File: config.mk
export PLATFORM = sky130hd
export DESIGN_NAME = id_ex_stage
export DESIGN_NICKNAME = d
export VERILOG_FILES = /design/src/rtl/id_ex_stage.sv
export SDC_FILE = /design/constraint.sdc
export NUM_CORES = 1
export LEC_CHECK = 0
export CAP_MARGIN = 20
export CORE_ASPECT_RATIO = 0.9
export CORE_MARGIN = 1.5
export CORE_UTILIZATION = 41
export CTS_BUF_LIST = sky130_fd_sc_hd__clkbuf_16
export DETAILED_ROUTE_END_ITERATION = 8
export HOLD_SLACK_MARGIN = 0.12
export MAX_ROUTING_LAYER = met4
export PLACE_DENSITY = 0.81
export RECOVER_POWER = 25
export SKIP_CTS_REPAIR_TIMING = 1
export SYNTH_ARGS = -nofsm -noshare
export SYNTH_HDL_FRONTEND = slang
export SYNTH_SLANG_ARGS = --single-unit
export TNS_END_PERCENT = 100
File: constraint.sdc
create_clock -name clk -period 4.35 [get_ports clk]
set_clock_uncertainty 0.1 [all_clocks]
set_input_delay 0.87 -clock clk [delete_from_list [all_inputs] [get_ports clk]]
set_output_delay 0.87 -clock clk [all_outputs]
set_load 0.02 [all_outputs]
File: src/rtl/id_ex_stage.sv
// id_ex_stage: decode-side stage of the 5-stage MIPS pipeline.
// It holds the ID/EX pipeline register and detects load-use and branch-operand
// hazards. It also resolves beq in decode, forwarding branch operands from MEM.
// Optional feature: define ID_STALL_CNT_EN to add a saturating 16-bit stall_cnt output.
module id_ex_stage (
    input  logic        clk,
    input  logic        rst_n,
    input  logic [31:0] instr_d,
    input  logic [31:0] pc_plus4_d,
    input  logic [31:0] rd1_d,
    input  logic [31:0] rd2_d,
    input  logic        reg_write_d,
    input  logic        mem_to_reg_d,
    input  logic        mem_write_d,
    input  logic        alu_src_d,
    input  logic        reg_dst_d,
    input  logic        branch_d,
    input  logic [2:0]  alu_ctrl_d,
    input  logic [4:0]  write_reg_e,
    input  logic [4:0]  write_reg_m,
    input  logic        reg_write_m,
    input  logic        mem_to_reg_m,
    input  logic [31:0] alu_out_m,
    output logic        stall_f,
    output logic        stall_d,
    output logic        pc_src_d,
    output logic [31:0] pc_branch_d,
    output logic        reg_write_e,
    output logic        mem_to_reg_e,
    output logic        mem_write_e,
    output logic        alu_src_e,
    output logic        reg_dst_e,
    output logic [2:0]  alu_ctrl_e,
    output logic [31:0] rd1_e,
    output logic [31:0] rd2_e,
    output logic [31:0] sign_imm_e,
    output logic [4:0]  rs_e,
    output logic [4:0]  rt_e,
`ifdef ID_STALL_CNT_EN
    output logic [15:0] stall_cnt,
`endif
    output logic [4:0]  rd_e
);

    logic [4:0]  rs_d;
    logic [4:0]  rt_d;
    logic [4:0]  rd_d;
    logic [31:0] sign_imm_d;
    logic [31:0] op_a;
    logic [31:0] op_b;
    logic        lw_stall;
    logic        branch_stall;
    logic        stall;
    logic        unused_opcode;

    // The opcode bits are decoded by the control unit, not here
    assign unused_opcode = &{1'b0, instr_d[31:26]};

    // Decode the instruction fields and form the branch target
    always_comb begin
        rs_d        = instr_d[25:21];
        rt_d        = instr_d[20:16];
        rd_d        = instr_d[15:11];
        sign_imm_d  = {{16{instr_d[15]}}, instr_d[15:0]};
        pc_branch_d = pc_plus4_d + {sign_imm_d[29:0], 2'b00};
    end

    // Branch comparator operands, with MEM-stage results bypassing stale register data
    always_comb begin
        op_a = rd1_d;
        op_b = rd2_d;
        if (reg_write_m && (rs_d != 5'd0) && (rs_d == write_reg_m))
            op_a = alu_out_m;
        if (reg_write_m && (rt_d != 5'd0) && (rt_d == write_reg_m))
            op_b = alu_out_m;
    end

    // Hazard detection: a load in EX feeding decode, or a branch whose operands are not ready
    always_comb begin
        lw_stall     = mem_to_reg_e && (rt_e != 5'd0) && ((rt_e == rs_d) || (rt_e == rt_d));
        branch_stall = branch_d &&
                       ((reg_write_e && (write_reg_e != 5'd0) &&
                         ((write_reg_e == rs_d) || (write_reg_e == rt_d))) ||
                        (mem_to_reg_m && (write_reg_m != 5'd0) &&
                         ((write_reg_m == rs_d) || (write_reg_m == rt_d))));
        stall        = lw_stall || branch_stall;
        stall_f      = stall;
        stall_d      = stall;
        pc_src_d     = branch_d && (op_a == op_b) && !stall;
    end

    // ID/EX pipeline register: a stall inserts an all-zero bubble instead of the decode values
    always_ff @(posedge clk or negedge rst_n) begin
        if (!rst_n) begin
            reg_write_e  <= 1'b0;
            mem_to_reg_e <= 1'b0;
            mem_write_e  <= 1'b0;
            alu_src_e    <= 1'b0;
            reg_dst_e    <= 1'b0;
            alu_ctrl_e   <= 3'd0;
            rd1_e        <= 32'd0;
            rd2_e        <= 32'd0;
            sign_imm_e   <= 32'd0;
            rs_e         <= 5'd0;
            rt_e         <= 5'd0;
            rd_e         <= 5'd0;
        end else if (stall) begin
            reg_write_e  <= 1'b0;
            mem_to_reg_e <= 1'b0;
            mem_write_e  <= 1'b0;
            alu_src_e    <= 1'b0;
            reg_dst_e    <= 1'b0;
            alu_ctrl_e   <= 3'd0;
            rd1_e        <= 32'd0;
            rd2_e        <= 32'd0;
            sign_imm_e   <= 32'd0;
            rs_e         <= 5'd0;
            rt_e         <= 5'd0;
            rd_e         <= 5'd0;
        end else begin
            reg_write_e  <= reg_write_d;
            mem_to_reg_e <= mem_to_reg_d;
            mem_write_e  <= mem_write_d;
            alu_src_e    <= alu_src_d;
            reg_dst_e    <= reg_dst_d;
            alu_ctrl_e   <= alu_ctrl_d;
            rd1_e        <= rd1_d;
            rd2_e        <= rd2_d;
            sign_imm_e   <= sign_imm_d;
            rs_e         <= rs_d;
            rt_e         <= rt_d;
            rd_e         <= rd_d;
        end
    end

`ifdef ID_STALL_CNT_EN
    // Count stalled cycles, sticking at the maximum rather than wrapping
    always_ff @(posedge clk or negedge rst_n) begin
        if (!rst_n)
            stall_cnt <= 16'd0;
        else if (stall && (stall_cnt != 16'hFFFF))
            stall_cnt <= stall_cnt + 16'd1;
    end
`endif

endmodule

# Word-level counts from Yosys, hierarchy flattened
# Index checks and enable logic that the tools add are counted.
# totals
inputBits,183
output_inout_bits,154
wordCells,60
reg_bits,119
# classes
mux,14
n_reduce_logical,24
n_addsub,1
n_eq_ne,9
# ops
cell,n
32-bit 2-to-1 mux,5
5-bit == test,8
32-bit adder,1
32-bit == test,1
5-bit nonzero test,5
5-bit 2-to-1 mux,3
1-bit logical AND,13
1-bit logical OR,5
1-bit 2-to-1 mux,5
3-bit 2-to-1 mux,1
1-bit zero test,1

# Longest topological paths before layout
# logic_depth
ltp_word,8
depth_mapped,11
depth_no_buf,10

# Least setup slack after synthesis
# OpenSTA, ideal clock, no wires.
# synth_path
path_kind,input to output
from,input instr_d[0]
to,output pc_branch_d[24]
stages,10
path_buffers,0
required_time_ns,3.380
path_slack_ns,0.054
arrival_ns,3.326
path_cell_list,ha_1 > fa_1 > a211oi_1 > o21ai_0 > a21oi_1 > o31ai_1 > a221o_1 > a2111oi_0 > nor3_1 > xor2_1
# synth_between
elab_chain_len,1
# synth_rtl
item,line,text
from (decl),8,"input logic [31:0] instr_d,"
32-bit adder,65,"pc_branch_d = pc_plus4_d + {sign_imm_d[29:0], 2'b00};"
to (decl),27,"output logic [31:0] pc_branch_d,"
# No other way between the ends.

# Worst setup path in the final report
# layout_path
from,input instr_d[23]
to,output pc_src_d
# layout_between
elab_chain_len,8
word_cells_on_any_way,21
cone_classes,eq/ne (5); mux (1); reduce/logical (15)
# layout_rtl
item,line,text
"parallel branches: the longest is 7 deep, another holds 32-bit 2-to-1 mux",--,
1-bit logical AND *,89,pc_src_d = branch_d && (op_a == op_b) && !stall;
to (decl),26,"output logic pc_src_d,"
# Every way passes the cells marked *.

==> flow_summary.html <==
<table>
<tr><th>Metric</th><th>Value</th></tr>
<tr><th colspan="2">Job</th></tr>
<tr><td>Count of maximum capacitance violations</td><td>1</td></tr>
<tr><th colspan="2">Hold path</th></tr>
<tr><td>Min-Delay Startpoint</td><td>instr_d[0]</td></tr>
<tr><td>Endpoint of the worst hold-timing path</td><td>sign_imm_e[0]$_DFF_PN0_</td></tr>
<tr><td>Class of the most critical hold timing path</td><td>in -&gt; reg</td></tr>
<tr><td>Cell depth of the worst hold path</td><td>2</td></tr>
<tr><th colspan="2">GRT</th></tr>
<tr><td>Number of antenna violations at the first check in global routing</td><td>6</td></tr>
<tr><td>Vias in the first global route</td><td>7405</td></tr>
<tr><td>Global-route wire length before repair</td><td>39100 µm</td></tr>
<tr><td>Total global routing track utilization</td><td>0.291</td></tr>
<tr><td>Largest net degree at the start of global routing</td><td>69</td></tr>
<tr><td>GRT overflow</td><td>0</td></tr>
<tr><th colspan="2">Cells and area</th></tr>
<tr><td>Commonest non-fill, non-tap cell in the layout</td><td>clkdlybuf4s50_1</td></tr>
<tr><td>Fillers</td><td>1139</td></tr>
<tr><td>Design Area, Final</td><td>12000 µm²</td></tr>
<tr><td>Layout Cells excl Fill</td><td>1386</td></tr>
<tr><td>Share of post-route cells with drive strength above 1</td><td>0.199</td></tr>
<tr><td>NumNets Final</td><td>1381</td></tr>
<tr><td>Synth-to-layout area growth</td><td>75.3%</td></tr>
<tr><td>Commonest non-fill, non-tap cells in the layout</td><td>clkdlybuf4s50_1, buf_4, dfrtp_1, and2_1, xnor2_1</td></tr>
<tr><td>Final standard cell utilization of the core</td><td>0.739</td></tr>
<tr><th colspan="2">Power</th></tr>
<tr><td>Worst voltage drop across the vdd grid</td><td>0.000192 V</td></tr>
<tr><td>Internal power consumption</td><td>2180 µW</td></tr>
<tr><td>Leak pwr</td><td>0.00539 µW</td></tr>
<tr><td>Reg power frac</td><td>0.311</td></tr>
<tr><td>Power per cell area</td><td>275 nW/µm²</td></tr>
<tr><td>Share of total power consumed by net switching</td><td>0.340</td></tr>
<tr><td>Net switching component of the power</td><td>1120 µW</td></tr>
<tr><td>Portion of total power attributed to combinational logic</td><td>0.434</td></tr>
<tr><td>Clock network fraction of design power</td><td>0.255</td></tr>
<tr><th colspan="2">Die</th></tr>
<tr><td>Die W</td><td>139 µm</td></tr>
<tr><td>Core Rows</td><td>44</td></tr>
<tr><td>Chip height</td><td>125 µm</td></tr>
<tr><td>Die area</td><td>17400 µm²</td></tr>
<tr><td>I/O pin total</td><td>337</td></tr>
<tr><td>Core footprint</td><td>16200 µm²</td></tr>
<tr><td>Starting density of the core</td><td>0.422</td></tr>
<tr><th colspan="2">Yosys</th></tr>
<tr><td>Distinct cell type count after synthesis</td><td>61</td></tr>
<tr><td>Synthesized area per cell</td><td>9.01 µm²</td></tr>
<tr><td>Number of synthesized flops with an enable pin</td><td>0</td></tr>
<tr><td>Async set-reset flop share out of synthesis</td><td>1.00</td></tr>
<tr><td>Yosys warns</td><td>0</td></tr>
<tr><td>Count of mapped cells out of synthesis</td><td>757</td></tr>
<tr><td>Synthesized netlist net count</td><td>970</td></tr>
<tr><td>Cell area after synthesis</td><td>6820 µm²</td></tr>
<tr><td>Top_reg_cell synth</td><td>dfrtp_1</td></tr>
<tr><td>Sequential cell area fraction in the yosys report</td><td>0.359</td></tr>
<tr><td>Number of synthesized register bits</td><td>98</td></tr>
<tr><th colspan="2">Setup path</th></tr>
<tr><td>Capture point of the worst reg-to-reg path</td><td>sign_imm_e[30]$_DFF_PN0_</td></tr>
<tr><td>R2r setup slk</td><td>1.89 ns</td></tr>
<tr><td>Launch instance of the worst register-to-register path</td><td>rt_e[1]$_DFF_PN0_</td></tr>
<tr><td>Highest net fanout along the worst path</td><td>7</td></tr>
<tr><td>WP data arrival</td><td>3.47 ns</td></tr>
<tr><td>Crit path capture type</td><td>output pin</td></tr>
<tr><td>Crit path kind</td><td>in -&gt; out</td></tr>
<tr><td>Required time worst endpoint</td><td>3.38 ns</td></tr>
<tr><td>Depth of the worst register-to-register path</td><td>6</td></tr>
<tr><td>Type of origin of the critical path</td><td>input pin</td></tr>
<tr><th colspan="2">Drt</th></tr>
<tr><td>Total wire length after detailed routing</td><td>26500 µm</td></tr>
<tr><td>First DRT Iteration DRCs</td><td>591</td></tr>
<tr><td>Drt wl/cell</td><td>19.1 µm</td></tr>
<tr><td>Number of design rule violations left after detail routing</td><td>0</td></tr>
<tr><td>DR vias</td><td>7634</td></tr>
<tr><td>Post-detailed-route via-to-cell ratio</td><td>5.51</td></tr>
<tr><td>Number of optimization iterations in the first detailed-route pass</td><td>5</td></tr>
<tr><td>Antenna Nets Post-Route</td><td>0</td></tr>
<tr><th colspan="2">CTS</th></tr>
<tr><td>Clock transition at the registers of the reported paths</td><td>0.07 ns</td></tr>
<tr><td>Insertion delay to the later sink of the worst-skew pair</td><td>0.35 ns</td></tr>
<tr><td>H-tree depth</td><td>3</td></tr>
<tr><td>Number of buffers created by CTS</td><td>9</td></tr>
<tr><td>Buffers from clock root to sink, at most</td><td>2</td></tr>
<tr><td>Clock tree from TritonCTS</td><td>yes</td></tr>
<tr><td>Clock tree root buffer cell</td><td>clkbuf_16</td></tr>
<tr><td>Total clock sinks</td><td>98</td></tr>
<tr><th colspan="2">STA</th></tr>
<tr><td>Setup repair after global routing missed its margin</td><td>yes</td></tr>
<tr><td>Final worst path period share</td><td>1.02</td></tr>
<tr><td>Final worst hold slack</td><td>0.711 ns</td></tr>
<tr><td>Max Fclk</td><td>225 MHz</td></tr>
<tr><td>Worst-case setup margin in the final layout</td><td>-0.0881 ns</td></tr>
<tr><td>Remaining max-slew budget at the tightest pin</td><td>-0.442</td></tr>
<tr><td>Total count of max-transition violations in the final report</td><td>42</td></tr>
<tr><td>Clock period minus final worst setup slack</td><td>4.44 ns</td></tr>
<tr><td>Total count of hold-check failures in the final report</td><td>0</td></tr>
<tr><td>Total Neg Setup Slack</td><td>-0.0881 ns</td></tr>
<tr><td>Slew at the pin with the worst max-slew slack</td><td>2.16 ns</td></tr>
<tr><td>Setup-violating endpoint count in the final report</td><td>1</td></tr>
<tr><th colspan="2">Place</th></tr>
<tr><td>Half-perimeter wire length of the detailed placement result</td><td>19700 µm</td></tr>
<tr><td>Buffers added on ports</td><td>326</td></tr>
<tr><td>Post-placement cell area</td><td>11000 µm²</td></tr>
<tr><td>Final weighted congestion in routability-driven placement</td><td>0.910</td></tr>
<tr><td>Placed Instances</td><td>1356</td></tr>
<tr><th colspan="2">Status</th></tr>
<tr><td>Run status</td><td>complete, but fails checks</td></tr>
<tr><td>Failing checks</td><td>max-capacitance violations, max-slew violations, negative setup slack</td></tr>
</table>
## flip-flops by register name (all words and copies together) (netlist names), 3 cells and up
signal and cells:
rd_e 4, alu_ctrl_e 3, rs_e 5, rd2_e 32, sign_imm_e 12, rd1_e 32
rt_e 5
## synth_stat cells, types with 7 or more instances
cell type / n / area [µm²]
a211oi_1: 8 / 60.1
a21o_1: 11 / 82.6
a21oi_1: 44 / 220
a221o_1: 28 / 280
a22oi_1: 9 / 67.6
and2_1: 69 / 432
buf_2: 7 / 35.0
buf_4: 24 / 180
clkbuf_1: 23 / 86.3
dfrtp_1: 98 / 2450
ha_1: 29 / 363
inv_1: 46 / 173
nand2_1: 19 / 71.3
nand3_1: 12 / 60.1
nand4_1: 7 / 43.8
nor2_1: 54 / 203
nor3_1: 12 / 60.1
o21a_1: 8 / 60.1
o21ai_0: 49 / 245
o21ai_1: 8 / 40.0
o221ai_1: 8 / 70.1
o22ai_1: 24 / 150
xnor2_1: 62 / 543
xor2_1: 22 / 193
## power by group through the flow
stage | Combinational [µW] | Sequential [µW] | Clock, µW
finish | 1430 | 1020 | 841
global route | 1520 | 1030 | 891
CTS | 1370 | 1020 | 848
detailed placement | 1360 | 1040 | 0
global placement | 1340 | 1040 | 0
floorplan | 530 | 1150 | 0
## stage by stage
step | setup WS, ns | total power [µW]
2_1_floorplan | 0.0535 | 1680
3_3_place_gp | -0.880 | 2380
3_5_place_dp | -0.920 | 2400
4_1_cts | -0.950 | 3240
5_1_grt | -0.237 | 3440
6_report | -0.0881 | 3300
## how the worst max path moves through the flow
stage                      startpoint         endpoint  slack (ns)
after detailed placement   instr_d[0]  pc_branch_d[24]       -0.92
after global routing      instr_d[23]         pc_src_d       -0.24
after floorplan            instr_d[0]  pc_branch_d[24]        0.05
after CTS                  instr_d[0]  pc_branch_d[24]       -0.95
final                     instr_d[23]         pc_src_d       -0.09
after global placement     instr_d[0]  pc_branch_d[24]       -0.88
## per-layer routing
| metal | GRT usage | part of all wire |
|---|---|---|
| met4 | 0.123 | 0.040 |
| met1 | 0.334 | 0.38 |
| met5 | - | 0 |
| met2 | 0.489 | 0.50 |
| met3 | 0.0670 | 0.086 |
## layout make-up
type | instances | area (µm²) | area share
Timing Repair Buffer | 458 | 4420 | 0.369
Clock buffer | 9 | 225 | 0.0188
Tap cell | 207 | 259 | 0.0217
Antenna cell | 6 | 15.0 | 0.00126
Inverter | 46 | 173 | 0.0144
Sequential cell | 98 | 2450 | 0.205
Multi-Input combinational cell | 555 | 4340 | 0.363
Clock inverter | 7 | 81.3 | 0.00680
## cell families after synthesis
kind of cell	synth area share
mux	0.00147
xor+xnor	0.108
fa+ha+maj	0.0561
flops	0.359
simple gates	0.158
buf+inv	0.0767
compound gates	0.240
## critical path, stage by stage
cell            delay, ns
dlymetal6s2s_1       0.13
or4_4                0.54
o211ai_4             0.27
buf_6                0.14
o22ai_4              0.12
buf_6                0.18
o221ai_2             0.16
a21oi_1              0.10
nor4_2               0.25
nand4_1              0.16
nor4_2               0.33
buf_4                0.21
No activity file was read; power rests on OpenSTA's default activity.
